[src/rtl/score_collector.sv]
// score_collector: packs one DATA_W score per handshake into a N_CLASSES-wide class-score frame with running argmax.
// Latency: out_valid rises 1 cycle after the accept of the last score (class N_CLASSES-1).
// Backpressure: in_ready drops for the whole hold; the frame is held until out_ready, and no score is taken in that window.
//
// Ports:
//   clk, rst_n     clock (rising edge), synchronous active-low reset
//   flush          drop the partial frame; blocks the accept in that cycle (no effect while holding)
//   in_valid/in_ready/in_data       score input, class order 0..N_CLASSES-1
//   out_valid/out_ready             completed frame handshake
//   out_vec        class k at bits [k*DATA_W +: DATA_W]
//   out_max_idx    argmax of held frame (ties -> highest index)
//   out_max_val    max score of held frame
//   count          scores accepted so far in the current frame
//
// Build option: define SCORE_COLLECTOR_SIGNED_EN to compare scores as two's-complement
// for the running max; otherwise the comparison is unsigned.

module score_collector #(
    parameter int N_CLASSES = 10,
    parameter int DATA_W    = 8,
    parameter int IDX_W     = 4
) (
    input  logic                          clk,
    input  logic                          rst_n,
    input  logic                          flush,
    input  logic                          in_valid,
    output logic                          in_ready,
    input  logic [DATA_W-1:0]             in_data,
    output logic                          out_valid,
    input  logic                          out_ready,
    output logic [N_CLASSES*DATA_W-1:0]   out_vec,
    output logic [IDX_W-1:0]              out_max_idx,
    output logic [DATA_W-1:0]             out_max_val,
    output logic [IDX_W-1:0]              count
);

    typedef enum logic {
        COLLECT = 1'b0,
        HOLD    = 1'b1
    } state_t;

    localparam logic [IDX_W-1:0] LAST_IDX = IDX_W'(N_CLASSES - 1);

    state_t                        state;
    state_t                        state_nxt;

    logic [N_CLASSES*DATA_W-1:0]   vec_q;
    logic [DATA_W-1:0]             run_max_q;
    logic [IDX_W-1:0]              run_idx_q;
    logic [IDX_W-1:0]              cnt_q;
    logic [IDX_W-1:0]              max_idx_q;
    logic [DATA_W-1:0]             max_val_q;

    logic                          accept;
    logic                          last_accept;
    logic                          score_ge;
    logic                          take_new;
    logic [DATA_W-1:0]             new_max;
    logic [IDX_W-1:0]              new_idx;

    // ------------------------------------------------------------------
    // FSM state register
    // ------------------------------------------------------------------
    always_ff @(posedge clk) begin
        if (!rst_n) begin
            state <= COLLECT;
        end else begin
            state <= state_nxt;
        end
    end

    // ------------------------------------------------------------------
    // FSM next state and handshake outputs
    // ------------------------------------------------------------------
    always_comb begin
        state_nxt = state;
        in_ready  = 1'b0;
        out_valid = 1'b0;
        case (state)
            COLLECT: begin
                // flush takes priority over a concurrent score
                in_ready = ~flush;
                if (in_valid && !flush && (cnt_q == LAST_IDX)) begin
                    state_nxt = HOLD;
                end
            end
            HOLD: begin
                out_valid = 1'b1;
                if (out_ready) begin
                    state_nxt = COLLECT;
                end
            end
            default: begin
                state_nxt = COLLECT;
            end
        endcase
    end

    assign accept      = in_valid & in_ready;
    assign last_accept = accept && (cnt_q == LAST_IDX);

    // ------------------------------------------------------------------
    // Running max comparison; >= so that a tie moves the argmax to the
    // later (higher) class index.
    // ------------------------------------------------------------------
`ifdef SCORE_COLLECTOR_SIGNED_EN
    assign score_ge = ($signed(in_data) >= $signed(run_max_q));
`else
    assign score_ge = (in_data >= run_max_q);
`endif

    // First score of a frame seeds the running max regardless of value,
    // so the reset value of the running max never wins a comparison.
    assign take_new = (cnt_q == '0) || score_ge;
    assign new_max  = take_new ? in_data : run_max_q;
    assign new_idx  = take_new ? cnt_q   : run_idx_q;

    // ------------------------------------------------------------------
    // Datapath: slot packing, running max, frame result capture
    // ------------------------------------------------------------------
    always_ff @(posedge clk) begin
        if (!rst_n) begin
            vec_q     <= '0;
            run_max_q <= '0;
            run_idx_q <= '0;
            cnt_q     <= '0;
            max_idx_q <= '0;
            max_val_q <= '0;
        end else if ((state == COLLECT) && flush) begin
            // Slots keep stale data; they are overwritten as the next frame fills.
            cnt_q     <= '0;
            run_max_q <= '0;
            run_idx_q <= '0;
        end else if (accept) begin
            for (int k = 0; k < N_CLASSES; k++) begin
                if (cnt_q == IDX_W'(k)) begin
                    vec_q[k*DATA_W +: DATA_W] <= in_data;
                end
            end
            if (last_accept) begin
                cnt_q     <= '0;
                max_val_q <= new_max;
                max_idx_q <= new_idx;
                run_max_q <= '0;
                run_idx_q <= '0;
            end else begin
                cnt_q     <= cnt_q + 1'b1;
                run_max_q <= new_max;
                run_idx_q <= new_idx;
            end
        end
    end

    // No accepts occur while holding, so the registered slots and result
    // are stable for the whole out_valid window without a separate copy.
    assign out_vec     = vec_q;
    assign out_max_idx = max_idx_q;
    assign out_max_val = max_val_q;
    assign count       = cnt_q;

endmodule

[config.mk]
export PLATFORM = sky130hd
export DESIGN_NAME = score_collector
export DESIGN_NICKNAME = d
export VERILOG_FILES = /design/src/rtl/score_collector.sv
export SDC_FILE = /design/constraint.sdc
export NUM_CORES = 1
export LEC_CHECK = 0
export CAP_MARGIN = 10
export CORE_MARGIN = 4
export CORE_UTILIZATION = 53
export DETAILED_ROUTE_END_ITERATION = 6
export PLACE_DENSITY = 0.93
export SYNTH_ARGS = -nofsm -noshare
export SYNTH_HDL_FRONTEND = slang
export SYNTH_SLANG_ARGS = --single-unit
[constraint.sdc]
create_clock -name clk -period 3 [get_ports clk]
set_input_delay 0.75 -clock clk [delete_from_list [all_inputs] [get_ports clk]]
set_output_delay 0.75 -clock clk [all_outputs]
set_load 0.02 [all_outputs]
After elaboration in Yosys (flattened, before gate mapping)
Cells that the tools add are included.
{ "word_totals": {"input_bits": 13, "memories": 0, "ff_bits": 109, "rom_bits": 0, "output_inout_bits": 98, "ramBits": 0, "elab_cells": 61, "latch_bits": 0} }
{ "classes": {"mux": 10, "n_mul": 0, "bitwise_logic": 5, "n_addsub": 1, "shift": 0, "div_mod_pow": 0, "n_reduce_logical": 19, "order_cmp": 1, "n_eq_ne": 9} }
{ "ops": {"columns": ["operator", "count"], "rows": [
  ["AND reduction 3 bit", 11],
  ["== test 4 x 3 -> 1 bit (second input constant)", 4],
  ["two-way mux 8 bit", 2],
  ["two-way mux 4 bit", 3],
  ["== test 4 x 2 -> 1 bit (second input constant)", 2],
  ["== test 4 bit (second input constant)", 2],
  ["greater-or-equal comparator 8 bit", 1],
  ["adder 4 x 1 -> 4 bit (second input constant)", 1],
  ["== test 4 x 1 -> 1 bit (second input constant)", 1],
  ["logical AND 1 bit", 4],
  ["logical NOT 4 bit", 1],
  ["two-way mux 1 bit", 4],
  ["inverter 1 bit", 4],
  ["case mux 1 bit (2 select lines)", 1],
  ["OR reduction 2 bit", 1],
  ["AND 1 bit", 1],
  ["logical NOT 1 bit", 1],
  ["logical OR 1 bit", 1]
]} }

Longest topological paths before layout
Gate-level depths: netlist of run 1.
{ "logic_depth": {"ltp_word": 5, "mapped_depth": 8, "depth_no_buf": 7} }

Worst setup path after synthesis of run 1
Ideal clock, no wire load.
{ "synth_timing": {"path_kind": "in2reg", "startpoint": "input in_data[6]", "endpoint": "register max_idx_q[0] (netlist: out_max_idx[0])", "arrival_time_ns": 2.221, "setup_ns": 0.086, "stages": 7, "n_path_buf": 1, "path_slack_ns": 0.693, "t_required_ns": 2.914, "cell_sequence": "ha_1 > a21o_1 > a221oi_1 > nand2_1 > or2_2 > buf_2 > a211oi_1"} }
{ "synth_via": {"elab_chain_len": 3} }
{ "synth_lines": {"columns": ["item", "line_no", "source"], "rows": [
  ["start: declaration", "28", "input logic [DATA_W-1:0] in_data,"],
  ["greater-or-equal comparator 8 bit", "109", "assign score_ge = (in_data >= run_max_q);"],
  ["logical OR 1 bit", "114", "assign take_new = (cnt_q == '0) || score_ge;"],
  ["two-way mux 4 bit", "116", "assign new_idx = take_new ? cnt_q : run_idx_q;"],
  ["end signal: assignment", "143", "max_idx_q <= new_idx;"],
  ["end: declaration", "51", "logic [IDX_W-1:0] max_idx_q;"]
]} }
No other way between the ends.
A chain may end at the register's enable or synchronous reset.

Worst setup path in the final report of run 1
{ "layout_timing": {"startpoint": "input flush", "endpoint": "output in_ready"} }
{ "layout_via": {"elab_chain_len": 2} }
{ "layout_lines": {"columns": ["item", "line_no", "source"], "rows": [
  ["start: declaration", "25", "input logic flush,"],
  ["inverter 1 bit", "82", "in_ready = ~flush;"],
  ["two-way mux 1 bit", "79", "case (state)"],
  ["end: declaration", "27", "output logic in_ready,"]
]} }
No other way between the ends.

==> flow_summary_export.csv, run 1 <==
group,metric,value,unit
pwr,p_comb_share,7.5,%
final_layout,stdcell_area,6050,sq um
grt,grt_first_pass_wirelength,21600,um
pwr,internal-power,1.93,mW
setup_path,required,2250,ps
clock_tree,cts.sink_count,109,
min_path,hold-path-cell-count,2,
timing,post-route-period-util,89.5,%
yosys,ys_warn_count,0,
route,ant_nets,0,
timing,worst_slack,316,ps
clock_tree,cts_tree,"yes",
clock_tree,hold_buffers,0,
yosys,ys_seq_elements,109,
yosys,synthCells,538,
setup_path,reg2regPathDepth,6,
timing,fmax,373,MHz
pwr,switchingPower,0.643,mW
placement,hpwl,9210,um
yosys,synth_area,4640,sq um
min_path,min_from,"out_vec[52]",
floorplanning,core,8380,sq um
route,wl_per_cell,18.1,um
timing,worst_pin_slew,695,ps
grt,antenna_found_initial,0,
grt,track_usage,26.5,%
clock_tree,cts.clk_slew.worst_paths,110,ps
setup_path,cp.arrival,1930,ps
clock_tree,cts_made_buffers,9,
pwr,power.share.clock,35.7,%
grt,globalRouteOverflowTotal,0,
placement,place.gp.congestion,0.905,
setup_path,cp_max_fo,4,
timing,fin_skew,12.5,ps
timing,timing.final.max_slew_violations,0,
placement,dpl_cell_area,5850,sq um
setup_path,cp-start-kind,"input pin",
yosys,synth_edf_count,0,
clock_tree,postCtsSetupBuffers,0,
setup_path,end_kind,"primary output",
clock_tree,cts_htree_levels,3,
timing,rsz0062_at_grt,"no",
placement,dp_slack,-3.48,ps
yosys,avgSynthCellArea,8.62,sq um
clock_tree,cts-root-buf,"clkbuf_8",
grt,grt_pass1_vias,4290,
timing,hold_violations,0,
grt,grt_max_degree,64,
route,drt_iter0_markers,267,
final_layout,area_delta_synth_final,30.5,%
yosys,synthFlopType,"dfxtp_1",
yosys,ys_types,41,
floorplanning,die_w,102,um
route,via_count,4394,
setup_path,rr_endpoint,"run_max_q[5]",
outcome,run_status,"finished clean",
timing,layout_min_cycle_time,2680,ps
final_layout,layout.nets,662,
route,wl,13500,um
placement,io_buffer_count,110,
route,dr.pass1.iters,5,
clock_tree,cts-resized-gates,0,
floorplanning,ioPinCount,111,
timing,tns,0,ps
yosys,syn_nets,563,
setup_path,r2r_slack,690,ps
final_layout,n_fill_cell,608,
min_path,min_path_type,"reg -> reg",
route,drc,0,
final_layout,n_antenna_cell,0,
floorplanning,rows,33,
pwr,switching_share,25.0,%
route,routed_via_density,5.88,
pwr,power.density,426,nW/um^2
floorplanning,fp.dieArea,10300,sq um
setup_path,rr_startpoint,"count[0]",
yosys,yosysSeqAreaShare,47.0,%
flow_run,drv_cap,0,
timing,setup_viol,0,
final_layout,layout-drive-gt1-share,7.48,%
floorplanning,start_util,55.3,%
clock_tree,clock_path_buffers,2,
min_path,holdPathEnd,"out_vec[52]",
yosys,async_flop_share,0,%
pwr,p_leak,2.00,nW
clock_tree,insertion_delay,360,ps
pwr,power.share.sequential,56.7,%
setup_path,worstSetupPathType,"in -> out",
timing,whs,464,ps
floorplanning,die_h,102,um
pwr,total_power,2.58,mW
timing,max_slew_margin,53.6,%
pwr,peakVddDrop,0.362,mV
kinds of logic (layout without fill, tap and decap cells):
| family | Yosys count | after routing | synth area share [%] |
|---|---|---|---|
| simple gates | 224 | 224 | 22.6 |
| compound gates | 124 | 124 | 19.2 |
| flops | 109 | 109 | 47.0 |
| buf+inv | 60 | 164 | 6.07 |
| fa+ha+maj | 12 | 12 | 3.24 |
| mux | 8 | 8 | 1.73 |
| xor+xnor | 1 | 1 | 0.189 |
worst max-delay path: stages:
cell and delay [ps]:
clkdlybuf4s50_1 460, nor2_1 110, clkdlybuf4s50_1 610
power by group through the flow:
stage	sequential [mW]	combinational, mW	clock (mW)
2_1_floorplan	1.50	0.101	0
3_3_place_gp	1.49	0.185	0
3_5_place_dp	1.49	0.190	0
4_1_cts	1.46	0.191	0.925
5_1_grt	1.46	0.206	0.982
6_report	1.46	0.194	0.921
cell usage in the layout (no fill, tap or decap), types with 2 or more instances in the layout:
| master | count |
|---|---|
| nand2_1 | 105 |
| buf_12 | 2 |
| o21ai_0 | 18 |
| inv_1 | 12 |
| clkbuf_8 | 9 |
| mux2i_1 | 8 |
| a211oi_1 | 11 |
| nand3_1 | 67 |
| clkdlybuf4s50_1 | 109 |
| a21oi_1 | 3 |
| a21boi_0 | 38 |
| o32ai_1 | 10 |
| inv_6 | 2 |
| dfxtp_1 | 109 |
| o22ai_1 | 2 |
| nor2_1 | 18 |
| nor4_1 | 11 |
| nor3_4 | 2 |
| nor2b_1 | 9 |
| buf_4 | 24 |
| nand4_1 | 2 |
| a21boi_1 | 35 |
| ha_1 | 12 |
| clkinv_4 | 2 |
registers in the layout, summed over array words and instances, names as in the netlist:
register / count
out_max_idx: 4
run_max_q: 8
run_idx_q: 4
state: 1
count: 4
out_max_val: 8
out_vec: 80
stage by stage:
step	std cells	util [%]
final	747	72.2
after detailed placement	731	69.8
after global routing	747	72.2
after global placement	731	69.8
after floorplan	538	-
after CTS	747	72.2
how the worst max path moves through the flow:
stage / cells after the start / end / slack, ps / from
2_1_floorplan: 7 / out_max_idx[0] / 690 / in_data[6]
3_3_place_gp: 7 / run_max_q[6] / 120 / in_data[6]
3_5_place_dp: 7 / run_idx_q[1] / -3 / in_data[1]
4_1_cts: 3 / in_ready / 300 / flush
5_1_grt: 7 / run_max_q[5] / 150 / in_data[6]
6_report: 3 / in_ready / 320 / flush
cells in the mapped netlist, drive strengths merged, types with 2 or more instances:
master,count,area share [%]
a21boi,73,12
o32ai,10,1.9
dfxtp,109,47
nand4,2,0.27
inv,12,0.97
nor2b,9,1.2
clkbuf,33,2.7
o22ai,2,0.27
nand3,67,7.2
nor3,3,0.81
mux2i,8,1.7
ha,12,3.2
a21oi,3,0.32
nor3b,2,0.57
a211oi,11,1.8
nor2,19,1.6
or2,2,0.27
buf,15,2.4
o21ai,18,1.9
nand2,105,8.5
nor4,11,1.5
routing by layer:
| metal | track usage, % | up-vias | wire, um |
|---|---|---|---|
| met5 | 0 | - | 0 |
| met4 | 11.2 | 0 | 413 |
| met3 | 6.06 | 35 | 1260 |
| met2 | 44.1 | 235 | 6590 |
| met1 | 33.0 | 2073 | 5280 |
| li1 | - | 2051 | - |
area by class of cell:
cell class | instances | area (sq um) | share of cell area (%)
Sequential cell | 109 | 2180 | 36.0
Timing Repair Buffer | 136 | 1320 | 21.7
Clock buffer | 9 | 124 | 2.05
Multi-Input combinational cell | 369 | 2170 | 35.9
Clock inverter | 7 | 81.3 | 1.34
Tap cell | 105 | 131 | 2.17
Inverter | 12 | 45.0 | 0.744
Note: power is estimated with default switching activity, not from simulation.
==> inputs of run 2 (changes only) <==
- SLEW_MARGIN: default -> 25
==> results of run 2 <==
The final DEF is identical to that of run 1; final timing and power are the same.
==> inputs of run 3 (changes only) <==
- CELL_PAD_IN_SITES_DETAIL_PLACEMENT: default -> 0
- CELL_PAD_IN_SITES_GLOBAL_PLACEMENT: default -> 1
- CORE_UTILIZATION: 53 -> 39
- HOLD_SLACK_MARGIN: default -> 0.08
==> run 3 against run 2 <==
  * Hold slack lost 6.6 ps
  * Critical path depth unchanged
  * Register-to-register slack improved by 100 ps
  * Flip-flop and latch count stayed put
  * Design area is 3.0% higher
  * Sequential power barely moved
  * Critical endpoint unchanged
  * Largest power group unchanged
==> flow_summary_export.csv, run 3 (synthesis gave the netlist of run 1 again) <==
group,metric,value,unit
setup_path,crit_family,"buffers and inverters",
timing,hold_violations,0,
grt,grt_max_degree,61,
clock_tree,cts_htree_levels,3,
floorplanning,core,11500,sq um
clock_tree,cts-root-buf,"clkbuf_16",
route,drt_iter0_markers,288,
final_layout,stdcell_area,6230,sq um
final_layout,final_util,54.1,%
clock_tree,cts_made_buffers,9,
pwr,internal-power,2.23,mW
pwr,power.share.sequential,51.1,%
pwr,peakVddDrop,0.236,mV
setup_path,cp_max_fo,4,
timing,fmax,373,MHz
clock_tree,cts-resized-gates,0,
setup_path,end_kind,"primary output",
route,wl,13600,um
final_layout,layout-drive-gt1-share,7.44,%
setup_path,critPathBufInv,2,
setup_path,r2r_slack,790,ps
setup_path,reg2regPathDepth,7,
route,ant_nets,0,
clock_tree,cts.clk_slew.worst_paths,70,ps
grt,track_usage,20.3,%
route,drc,0,
outcome,run_status,"finished clean",
min_path,holdPathEnd,"out_vec[50]",
clock_tree,insertion_delay,340,ps
timing,max_slew_margin,53.2,%
timing,timing.final.max_slew_violations,0,
pwr,switching_share,22.1,%
floorplanning,start_util,40.3,%
floorplanning,die_h,117,um
setup_path,cp-start-kind,"input pin",
setup_path,rr_startpoint,"count[1]",
floorplanning,rows,39,
min_path,min_path_type,"reg -> reg",
pwr,p_comb_share,6.9,%
final_layout,largest_reg_flops,80,
final_layout,final_cell_mix,"dfxtp_1 (109), clkdlybuf4s50_1 (109), nand2_1 (105)",
setup_path,path_cells,"clkdlybuf4s50_1, nor2_1, clkdlybuf4s50_1",
min_path,hold-path-cell-count,2,
setup_path,crit_path_max_incr_delay,620,ps
clock_tree,cts_tree,"yes",
setup_path,critical_path.slowest_cell,"clkdlybuf4s50_1",
setup_path,rr_endpoint,"run_max_q[0]",
pwr,switchingPower,0.633,mW
pwr,power.density,458,nW/um^2
floorplanning,ioPinCount,111,
timing,worst_pin_slew,701,ps
setup_path,required,2250,ps
final_layout,layout.nets,666,
clock_tree,postCtsSetupBuffers,0,
setup_path,worstSetupPathType,"in -> out",
placement,place.gp.congestion,0.887,
setup_path,cp.arrival,1930,ps
placement,hpwl,9190,um
final_layout,area_delta_synth_final,34.4,%
final_layout,n_antenna_cell,0,
timing,layout_min_cycle_time,2680,ps
timing,post-route-period-util,89.3,%
grt,grt_first_pass_wirelength,21500,um
grt,grt_pass1_vias,4202,
floorplanning,fp.dieArea,13700,sq um
clock_tree,hold_buffers,0,
clock_tree,clock_path_buffers,2,
timing,fin_skew,4.70,ps
floorplanning,die_w,117,um
placement,io_buffer_count,110,
placement,dpl_cell_area,5940,sq um
min_path,min_from,"out_vec[50]",
setup_path,startpoint,"flush",
route,routed_via_density,5.37,
timing,setup_viol,0,
timing,tns,0,ps
grt,antenna_found_initial,0,
grt,globalRouteOverflowTotal,0,
setup_path,crit_top_cell,"clkdlybuf4s50_1",
timing,rsz0062_at_grt,"no",
pwr,total_power,2.86,mW
route,dr.pass1.iters,5,
pwr,p_leak,2.06,nW
route,via_count,4234,
clock_tree,cts.sink_count,109,
flow_run,drv_cap,0,
pwr,power.share.clock,41.9,%
route,wl_per_cell,17.3,um
[run 3: cell type report]
class                   count  area, sq um
repair buffers            140         1360
clock inverters             1         30.0
flip-flops and latches    109         2180
fillers                  1055         5280
multi-input cells         369         2170
well taps                 143          179
inverters                  12         45.0
clock buffers              14          264
[run 3: power groups by stage]
| stage | logic (mW) | registers, mW | clock network, mW |
|---|---|---|---|
| final | 0.198 | 1.46 | 1.20 |
| after global routing | 0.214 | 1.46 | 1.27 |
| after CTS | 0.199 | 1.46 | 1.21 |
| after detailed placement | 0.197 | 1.49 | 0 |
| after global placement | 0.194 | 1.49 | 0 |
| after floorplan | 0.101 | 1.50 | 0 |
[run 3: worst min-delay path: cells and delay by family, from the launching register on]
family,cells,cell delay [ps]
AND/OR/NAND/NOR,1,50
AO/OA/AOI/OAI,1,50
flip-flops,1,310
[run 3: stage by stage]
| step | hold slack [ps] | cells | worst slack (ps) |
|---|---|---|---|
| 2_1_floorplan | 446 | 538 | 693 |
| 3_3_place_gp | 445 | 773 | 139 |
| 3_5_place_dp | 450 | 773 | 53.6 |
| 4_1_cts | 461 | 788 | 301 |
| 5_1_grt | 474 | 788 | 216 |
| 6_report | 458 | 788 | 321 |
[run 3: how the worst max path moves through the flow]
| stage | to | slack, ps | cells past startpoint |
|---|---|---|---|
| after CTS | in_ready | 300 | 3 |
| after floorplan | out_max_idx[0] | 690 | 7 |
| after detailed placement | run_max_q[1] | 50 | 7 |
| after global routing | run_max_q[1] | 220 | 7 |
| final | in_ready | 320 | 3 |
| after global placement | run_idx_q[1] | 140 | 6 |
[run 3: layer usage]
metal	global-route usage, %	part of all wire (%)	up-vias
met1	25.8	44	2014
met5	0	0	-
met4	9.02	2.9	0
met2	33.5	48	132
met3	3.86	5.4	28
li1	-	-	2060
